## config.mk

```make
export PLATFORM = sky130hd
export DESIGN_NAME = seq_detect_scheduler
export DESIGN_NICKNAME = d
export VERILOG_FILES = /design/src/rtl/seq_detect_scheduler.sv
export SDC_FILE = /design/constraint.sdc
export NUM_CORES = 1
export LEC_CHECK = 0
export ABC_CLOCK_PERIOD_IN_PS = 7000
export BUFFER_PORTS_ARGS = -buffer_cell sky130_fd_sc_hd__buf_2
export CORE_MARGIN = 4
export CORE_UTILIZATION = 45
export CTS_CLUSTER_DIAMETER = 100
export CTS_CLUSTER_SIZE = 40
export DETAILED_ROUTE_END_ITERATION = 7
export GPL_ROUTABILITY_DRIVEN = 0
export MAX_ROUTING_LAYER = met4
export PLACE_DENSITY = 0.71
export SYNTH_ARGS = -nofsm -noshare
export SYNTH_HDL_FRONTEND = slang
export SYNTH_SLANG_ARGS = --single-unit
```

## constraint.sdc

```tcl
create_clock -name clock -period 7 [get_ports clock]
set_input_delay 1.4 -clock clock [delete_from_list [all_inputs] [get_ports clock]]
set_output_delay 1.4 -clock clock [all_outputs]
set_load 0.02 [all_outputs]
```

## src/rtl/seq_detect_scheduler.sv

```systemverilog
`default_nettype none
// ============================================================================
// Module   : seq_detect_scheduler
// Purpose  : Round-robin sharing of one "101100100" Moore detector between two
//            requesters; streams each word MSB-first and reports hit counts.
// Revision : 1.0 - initial release
// ============================================================================
module seq_detect_scheduler #(
  parameter int         WORD_W     = 16,
  parameter int         HIT_W      = 8,
  parameter int         CNT_W      = 8,
  parameter logic [6:0] MATCH_CODE = 7'b0000100
) (
  input  logic              clock,
  input  logic              reset,
  input  logic              req0_valid,
  input  logic [WORD_W-1:0] req0_data,
  output logic              req0_ready,
  input  logic              req1_valid,
  input  logic [WORD_W-1:0] req1_data,
  output logic              req1_ready,
  output logic              det_reset,
  output logic              det_bit,
  input  logic [6:0]        det_led,
  output logic              done_valid,
  output logic              done_id,
  output logic [HIT_W-1:0]  done_hits,
  output logic [CNT_W-1:0]  match_count0,
  output logic [CNT_W-1:0]  match_count1
);

  localparam int                 c_BIT_W    = $clog2(WORD_W);
  localparam int                 c_SUM_W    = ((CNT_W > HIT_W) ? CNT_W : HIT_W) + 1;
  localparam logic [c_BIT_W-1:0] c_BIT_LAST = c_BIT_W'(WORD_W - 1);
  localparam logic [HIT_W-1:0]   c_HIT_MAX  = {HIT_W{1'b1}};
  localparam logic [CNT_W-1:0]   c_CNT_MAX  = {CNT_W{1'b1}};

  localparam logic [2:0] c_ST_IDLE   = 3'd0;
  localparam logic [2:0] c_ST_CLEAR  = 3'd1;
  localparam logic [2:0] c_ST_SHIFT  = 3'd2;
  localparam logic [2:0] c_ST_DRAIN  = 3'd3;
  localparam logic [2:0] c_ST_REPORT = 3'd4;

  logic [2:0]         r_state;
  logic [2:0]         w_state_next;
  logic [WORD_W-1:0]  r_shreg;
  logic [c_BIT_W-1:0] r_bit_cnt;
  logic [HIT_W-1:0]   r_hits;
  logic [HIT_W-1:0]   w_hits_next;
  logic               r_gnt_id;
  logic               r_rr;
  logic               r_done_id;
  logic [HIT_W-1:0]   r_done_hits;
  logic [CNT_W-1:0]   r_match_count0;
  logic [CNT_W-1:0]   r_match_count1;
  logic [CNT_W-1:0]   w_match_next0;
  logic [CNT_W-1:0]   w_match_next1;
  logic [c_SUM_W-1:0] w_sum0;
  logic [c_SUM_W-1:0] w_sum1;
  logic               w_gnt0;
  logic               w_gnt1;
  logic               w_hit;

  // Contention goes to the requester named by the round-robin pointer.
  assign w_gnt0 = req0_valid & (~req1_valid | ~r_rr);
  assign w_gnt1 = req1_valid & (~req0_valid | r_rr);

  always_ff @(posedge clock or posedge reset) begin
    if (reset) begin
      r_state <= c_ST_IDLE;
    end else begin
      r_state <= w_state_next;
    end
  end

  always_comb begin
    w_state_next = r_state;
    case (r_state)
      c_ST_IDLE:   if (w_gnt0 | w_gnt1) w_state_next = c_ST_CLEAR;
      c_ST_CLEAR:  w_state_next = c_ST_SHIFT;
      c_ST_SHIFT:  if (r_bit_cnt == '0) w_state_next = c_ST_DRAIN;
      c_ST_DRAIN:  w_state_next = c_ST_REPORT;
      c_ST_REPORT: w_state_next = c_ST_IDLE;
      default:     w_state_next = c_ST_IDLE;
    endcase
  end

  always_comb begin
    req0_ready = (r_state == c_ST_IDLE) & w_gnt0 & ~reset;
    req1_ready = (r_state == c_ST_IDLE) & w_gnt1 & ~reset;
    det_reset  = reset | (r_state == c_ST_CLEAR);
    det_bit    = (r_state == c_ST_SHIFT) & r_shreg[WORD_W-1];
    done_valid = (r_state == c_ST_REPORT);
  end

  // The LED trails the streamed bit by one clock, so DRAIN still samples it.
  assign w_hit       = ((r_state == c_ST_SHIFT) || (r_state == c_ST_DRAIN)) &&
                       (det_led == MATCH_CODE);
  assign w_hits_next = (w_hit && (r_hits != c_HIT_MAX)) ? r_hits + HIT_W'(1) : r_hits;

  assign w_sum0        = c_SUM_W'(r_match_count0) + c_SUM_W'(w_hits_next);
  assign w_sum1        = c_SUM_W'(r_match_count1) + c_SUM_W'(w_hits_next);
  assign w_match_next0 = (w_sum0 > c_SUM_W'(c_CNT_MAX)) ? c_CNT_MAX : w_sum0[CNT_W-1:0];
  assign w_match_next1 = (w_sum1 > c_SUM_W'(c_CNT_MAX)) ? c_CNT_MAX : w_sum1[CNT_W-1:0];

  always_ff @(posedge clock or posedge reset) begin
    if (reset) begin
      r_shreg        <= '0;
      r_bit_cnt      <= '0;
      r_hits         <= '0;
      r_gnt_id       <= 1'b0;
      r_rr           <= 1'b0;
      r_done_id      <= 1'b0;
      r_done_hits    <= '0;
      r_match_count0 <= '0;
      r_match_count1 <= '0;
    end else begin
      case (r_state)
        c_ST_IDLE: begin
          if (w_gnt0 | w_gnt1) begin
            r_shreg  <= w_gnt0 ? req0_data : req1_data;
            r_gnt_id <= w_gnt1;
            r_hits   <= '0;
          end
        end
        c_ST_CLEAR: begin
          r_bit_cnt <= c_BIT_LAST;
        end
        c_ST_SHIFT: begin
          r_shreg   <= {r_shreg[WORD_W-2:0], 1'b0};
          r_bit_cnt <= r_bit_cnt - c_BIT_W'(1);
          r_hits    <= w_hits_next;
        end
        c_ST_DRAIN: begin
          // Results land here so they are visible alongside the done pulse.
          r_hits      <= w_hits_next;
          r_done_hits <= w_hits_next;
          r_done_id   <= r_gnt_id;
          if (r_gnt_id) begin
            r_match_count1 <= w_match_next1;
          end else begin
            r_match_count0 <= w_match_next0;
          end
        end
        c_ST_REPORT: begin
          r_rr <= ~r_gnt_id;
        end
        default: begin
          r_hits <= r_hits;
        end
      endcase
    end
  end

  assign done_id      = r_done_id;
  assign done_hits    = r_done_hits;
  assign match_count0 = r_match_count0;
  assign match_count1 = r_match_count1;

endmodule
`default_nettype wire
```

After elaboration in Yosys (flattened, before gate mapping)
Index checks and enable logic that the tools add are counted.
{"block": "classes", "add_sub_neg": 4, "magnitude_cmp": 2, "eq_ne": 8, "mux": 12, "bitwise": 16, "reduce_logical": 15}
{"cell": "$mux W16", "count": 2}
{"cell": "$mux W8", "count": 4}
{"cell": "$pmux W16 S2", "count": 1}
{"cell": "$add A8 B8 Y9", "count": 2}
{"cell": "$gt A9 B8 Y1 const B", "count": 2}
{"cell": "$pmux W8 S2", "count": 1}
{"cell": "$pmux W3 S4", "count": 1}
{"cell": "$reduce_and A2 Y1", "count": 6}
{"cell": "$add A8 B1 Y8 const B", "count": 1}
{"cell": "$ne A8 B8 Y1 const B", "count": 1}
{"cell": "$pmux W4 S2", "count": 1}
{"cell": "$and A1 B1 Y1", "count": 7}
{"cell": "$eq A7 B3 Y1 const B", "count": 1}
{"cell": "$eq A3 B2 Y1 const B", "count": 2}
{"cell": "$mux W3", "count": 2}
{"cell": "$reduce_bool A2 Y1", "count": 3}
{"cell": "$not A1 Y1", "count": 5}
{"cell": "$logic_not A4 Y1", "count": 1}
{"cell": "$ne A2 B2 Y1 const B", "count": 2}
{"cell": "$or A1 B1 Y1", "count": 4}
{"cell": "$sub A4 B1 Y4 const B", "count": 1}
{"cell": "$eq A3 B1 Y1 const B", "count": 1}
{"cell": "$eq A3 B3 Y1 const B", "count": 1}
{"cell": "$logic_not A3 Y1", "count": 1}
{"cell": "other kinds (3)", "count": 4}
{"block": "word_totals", "ff_bits": 58, "in_bits": 43, "out_inout_bits": 30, "word_cells": 67}

Logic depth before layout (Yosys ltp)
Gate-level depths: netlist (run 1).
{"block": "logic_depth", "word_depth": 8, "depth_mapped": 13}

Worst setup path before layout (run 1)
No wires, ideal clock.
{"block": "synth_timing", "path_type": "input to output", "start": "in reset", "end": "out det_reset", "arrival_ns": 3.121, "setup_slack_ns": 2.479, "cell_stages": 2, "n_path_buf": 0, "path_cell_list": "inv_1 -> o31ai_1"}
{"block": "synth_between", "elab_chain_len": 1}
{"item": "start: declaration", "line": "15", "source": "input logic reset,"}
{"item": "$or A1 B1 Y1", "line": "91", "source": "det_reset = reset | (r_state == c_ST_CLEAR);"}
{"item": "end: declaration", "line": "22", "source": "output logic det_reset,"}
Every way passes these cells.

Worst setup path in the final report (run 1)
{"block": "layout_timing", "start": "in req0_valid", "end": "out req0_ready"}
{"block": "layout_between", "elab_chain_len": 3}
{"item": "start: declaration", "line": "16", "source": "input logic req0_valid,"}
{"item": "$and A1 B1 Y1", "line": "65", "source": "assign w_gnt0 = req0_valid & (~req1_valid | ~r_rr);"}
{"item": "$and A1 B1 Y1 (2 in a row)", "line": "89", "source": "req0_ready = (r_state == c_ST_IDLE) & w_gnt0 & ~reset;"}
{"item": "end: declaration", "line": "18", "source": "output logic req0_ready,"}
Every way passes these cells.

==> reports/metrics.csv, run 1 <==
metric;value;unit
status;finished, final reports clean;
width of the die;96.1;um
post-synth top area cell;dfrtp_1;
Hold WC Path Type;reg2reg;
WP data required;5.60;ns
Post-synth EDFFs;0;
most common cell after layout, fill and taps aside;buf_2;
layout cells sized above 1;0.253;
maximum clock frequency;234;MHz
reg2reg end;match_count1[1];
top post-synthesis cells by area;dfrtp_1, ha_1, o21ai_0;
Worst Min Path Start;r_shreg[10];
CTS tree;yes;
Avg Synthesized Cell Area;9.71;um2
Total Wirelength;7.78;mm
Tot Pwr;0.00151;W
wire length per cell;14.5;um
CP arrival;2.88;ns
Post-CTS Setup Bufs;0;
net count after synthesis;425;
hold path depth;2;
commonest cells after routing, fill and taps aside;buf_2, dfrtp_1, nand2_1;
DR iter-0 viols;145;
CTS-repair resized insts;0;
level count of the clock H-tree;3;
Die H;96.1;um
number of nets in the layout;499;
Async SR Flop Fraction;1.00;
Post-route DRC;0;
Relative slew margins;0.226;
clk sink count;58;
vias per inst;5.37;
clock root buffer;clkbuf_8;
reg2reg start;r_state[1];
share of the synthesized area in the top cell type;0.415;
sequential element share of the synthesized area;0.415;
# IOs;73;
core area;7410;um2
All-Layer GR Usage;0.189;
first-pass GRT wire length;13.0;mm
Row Count;31;
critical path type;in2out;
register bit total from synthesis;58;
Worst VDD drop;0.172;mV
Post-synth top flop;dfrtp_1;
Pins Over Slew Limit;0;
startpoint types;input pin;
synthesized area;3490;um2
Pleak;2.02;nW
flop-to-flop setup slack;3.41;ns
via count;2884;
# diodes;0;
vias in the first global route;2759;
setup_tns;0;ns
CP max FO;18;
# port buffers;72;
TritonRoute pass-1 iters;4;
HPWL after DPL;5.78;mm
largest net degree at the start of global routing;48;
Max clock buf depth;2;
Worst Skew;0.00631;ns
antenna-violating nets left;0;
Layout area overhead;18.4;%
RSZ-0062 raised after global routing;false;
fin crit period;4.28;ns
final hold violations;0;
initial core utilization;0.472;
Pwr Density;366;nW/um2
Worst-path clk slew;0.06;ns
Hold EP;r_shreg[10];
Ys Warns;0;
cells after synthesis;360;
Slew @ Worst Pin;1.15;ns
Reg2Reg Depth;12;
Tcrit/Tclk final;0.611;
gr ovfl total;0;
Synth cell types;48;
die area;9240;um2
Worst setup EP type;output port;
number of CTS-inserted buffers;9;
CTS Hold Bufs;0;
initial antenna violation count;0;
final setup fails;0;
clk_lat worst skew;0.34;ns
number of max-cap violations;0;
## layout make-up
| cell class | instances | area, um2 |
|---|---|---|
| Tap cell | 99 | 124 |
| Clock inverter | 3 | 40.0 |
| Timing Repair Buffer | 74 | 375 |
| Fill cell | 684 | 3270 |
| Clock buffer | 12 | 145 |
| Multi-Input combinational cell | 275 | 1940 |
| Inverter | 16 | 60.1 |
| Sequential cell | 58 | 1450 |
## layer usage
layer	vias up	track usage	routed length, um
li1	1453	-	-
met1	1316	0.228	3470
met2	98	0.298	3650
met3	17	0.0524	498
met4	0	0.0782	155
met5	-	-	0
## where the power goes
part	total (W)	leakage (nW)	internal [W]	switching (W)
Clock	0.000301	0.0962	0.000171	0.000130
Sequential	0.000567	0.703	0.000457	0.000110
Combinational	0.000646	1.22	0.000259	0.000386
## critical path, stage by stage
cell and delay [ns]:
buf_2 0.13, a21boi_2 0.89, and3_1 0.28, buf_2 0.17
## how the worst max path moves through the flow
stage,slack [ns],start,depth (start not counted),endpoint
final,2.72,req0_valid,4,req0_ready
after global routing,2.50,det_led[1],13,match_count1[1]
after floorplan,2.48,reset,2,det_reset
after detailed placement,2.47,det_led[1],13,match_count1[1]
after CTS,2.69,req0_valid,4,req0_ready
after global placement,2.62,det_led[1],13,match_count1[7]
## cells in the mapped netlist, types with 2 or more instances
cell      count
o21ai_0      42
o22a_1       13
o21a_1        4
a21boi_0      2
nor2_1       17
o211ai_1      4
and3_1        2
mux2_2       10
a21o_1        8
o21bai_1      2
nand3b_1      3
inv_1        14
nor2b_1       2
nand2_1      43
dfrtp_1      58
nor3_1        9
nand3_1       9
a21oi_1      16
o31ai_1       4
inv_2         2
a211oi_1      4
mux2i_1      17
clkbuf_1      8
nand2b_1      2
buf_2         2
ha_1         20
xor2_1        7
a31oi_1       6
xnor2_1      10
fa_1          2
## flip-flops by register name (all words and copies together), names as in the netlist
register and flops:
done_hits 8, done_id 1, match_count0 8, match_count1 8
r_bit_cnt 4, r_gnt_id 1, r_hits 8, r_rr 1
r_shreg 16, r_state 3
## metrics by stage
step	utilization	worst slack (ns)	instance area [um2]	hold slack [ns]	cells
3_3_place_gp	0.533	2.62	3950	0.456	522
6_report	0.558	2.72	4140	0.476	537
2_1_floorplan	-	2.48	3490	0.442	360
5_1_grt	0.558	2.50	4140	0.503	537
4_1_cts	0.558	2.69	4140	0.484	537
3_5_place_dp	0.533	2.47	3950	0.469	522
## cells by family after synthesis
family,after synthesis,share of synthesized area
AO/OA/AOI/OAI,110,0.206
AND/OR/NAND/NOR,98,0.136
flip-flops,58,0.415
buffers and inverters,27,0.0319
multiplexers,27,0.0809
adder cells (fa/ha/maj),22,0.0831
XOR/XNOR,18,0.0473
(Power assumes the default switching activity.)
==> run 2: changes to the inputs <==
ABC_AREA = 1   (was not set)
ABC_CLOCK_PERIOD_IN_PS = 3730   (was 7000)
PLACE_DENSITY = 0.73   (was 0.71)
clock period = 3.73 ns   (was 7 ns; I/O delays follow)
==> reports/metrics.csv, run 2 <==
metric;value;unit
worst hold margin;0.466;ns
number of CTS-inserted buffers;9;
via count;3647;
# port buffers;72;
Worst Min Path Start;r_bit_cnt[2];
WP data required;3.96;ns
Avg Synthesized Cell Area;6.94;um2
level count of the clock H-tree;3;
clk_lat worst skew;0.34;ns
antenna-violating nets left;0;
initial core utilization;0.463;
number of nets in the layout;689;
clk sink count;58;
first-pass GRT wire length;16.2;mm
status;finished, final reports clean;
Pwr Density;694;nW/um2
final hold violations;0;
post-synth top area cell;dfrtp_1;
max reg flops;16;
Die H;99.9;um
met1 Usage GRT;0.258;
Hold WC Path Type;reg2reg;
Worst Skew;0.00949;ns
# IOs;73;
Top cell by count, worst path;nand2_1;
commonest cells after routing, fill and taps aside;nand2_1, inv_1, buf_2;
Relative slew margins;0.456;
Worst setup EP type;flop;
Post-CTS Setup Bufs;0;
largest net degree at the start of global routing;59;
cells after synthesis;548;
fin crit period;3.01;ns
Util after Layout;0.548;
GR Util met2;0.337;
Tcrit/Tclk final;0.807;
Worst Setup SP;r_hits[0];
CP max FO;9;
CP Cell Sequence;ha_1 > inv_1 > nor2_1 > nand2_1 > nand3_2 > inv_2 > nand2_1 > and2_1 > ha_1 > nand2_1 > inv_1 > nand2_1 > nand2_1 > a21oi_1 > o21ai_0 > nand2_1 > nand2_1;
Row Count;33;
Crit-path slowest cell;dfrtp_1;
Ys Warns;0;
Pins Over Slew Limit;0;
Total Wirelength;9.21;mm
Largest Register;r_shreg;
HPWL after DPL;6.91;mm
initial antenna violation count;0;
Async SR Flop Fraction;1.00;
Layout area overhead;18.5;%
GR peak layer;met2;
met3 GRT Util;0.0438;
TritonRoute pass-1 iters;4;
share of the synthesized area in the top cell type;0.382;
critical path type;reg2reg;
synthesized area;3800;um2
Worst VDD drop;0.390;mV
core area;8220;um2
CTS-repair resized insts;0;
die area;9980;um2
startpoint types;flop;
Slowest Stage Delay on Critical Path;0.43;ns
most frequent cells after synthesis;nand2_1, inv_1, dfrtp_1;
# diodes;0;
layout cells sized above 1;0.167;
wire length per cell;12.5;um
width of the die;99.9;um
vias in the first global route;3557;
Post-route DRC;0;
cell with the most instances after synthesis;nand2_1;
gr ovfl total;0;
Synth cell types;31;
Slew @ Worst Pin;0.815;ns
Post-synth EDFFs;0;
reg2reg start;r_hits[0];
Max clock buf depth;2;
most common cell after layout, fill and taps aside;nand2_1;
Post-synth top flop;dfrtp_1;
Worst-path clk slew;0.07;ns
RSZ-0062 raised after global routing;false;
register bit total from synthesis;58;
vias per inst;4.97;
clock root buffer;clkbuf_8;
net count after synthesis;613;
final setup fails;0;
Pleak;2.60;nW
top post-synthesis cells by area;dfrtp_1, nand2_1, inv_1;
CTS Hold Bufs;0;
CP arrival;3.23;ns
maximum clock frequency;332;MHz
sequential element share of the synthesized area;0.382;
DR iter-0 viols;182;
All-Layer GR Usage;0.206;
number of max-cap violations;0;
setup_tns;0;ns
CTS tree;yes;
## run 2: logic make-up (layout without fill, tap and decap cells)
logic type	count (synthesis)	count (layout)	share of synthesized area
buffers and inverters	95	176	0.0964
and+or+nand+nor	304	304	0.339
DFF	58	58	0.382
adders and majority gates	22	22	0.0764
AOI/OAI and AO/OA	60	60	0.0856
xor gates and xnor gates	9	9	0.0207
## run 2: power by group
| part | switching, W | internal (W) | total, W | leakage [nW] |
|---|---|---|---|---|
| clock network | 0.000263 | 0.000430 | 0.000693 | 0.119 |
| registers | 0.000163 | 0.000855 | 0.00102 | 0.710 |
| logic | 0.000938 | 0.000479 | 0.00142 | 1.77 |
| total | 0.00136 | 0.00176 | 0.00313 | 2.60 |
## run 2: layout make-up
| class | instances | area (um2) |
|---|---|---|
| fill | 805 | 3710 |
| multi-input combinational | 395 | 1980 |
| clock buffer | 12 | 165 |
| inverter | 85 | 319 |
| clock inverter | 4 | 72.6 |
| timing repair buffer | 75 | 383 |
| tap | 105 | 131 |
| sequential | 58 | 1450 |
## run 2: per-stage QoR
stage	power (W)	worst slack, ns	cells	instance area [um2]
after floorplan	0.00207	0.603	548	3800
after global placement	0.00240	0.514	718	4270
after detailed placement	0.00244	0.454	718	4270
after CTS	0.00315	0.769	734	4510
after global routing	0.00343	0.381	734	4510
final	0.00313	0.721	734	4510
## run 2: worst paths after layout
| check | end | slack (ns) | cells after the start |
|---|---|---|---|
| min reg2reg | r_bit_cnt[2] | 0.47 | 1 |
| max reg2reg | match_count1[4] | 0.72 | 17 |
| min in group asynchronous | r_shreg[11] | 0.66 | 3 |
| min | r_bit_cnt[2] | 0.47 | 1 |
| max in group asynchronous | match_count1[4] | 2.58 | 3 |
| max | match_count1[4] | 0.72 | 17 |
## run 2: routing by layer
metal,up-vias,part of all wire
met5,-,0
met4,0,0.0092
met3,8,0.045
met2,79,0.49
met1,1680,0.45
li1,1880,-
## run 2: worst max-delay path, delay by kind of cell, from the launching register on
family | cells | cell delay [ns]
and+or+nand+nor | 10 | 1.04
adders and majority gates | 2 | 0.64
AOI/OAI and AO/OA | 2 | 0.49
DFF | 1 | 0.43
buffers and inverters | 3 | 0.29
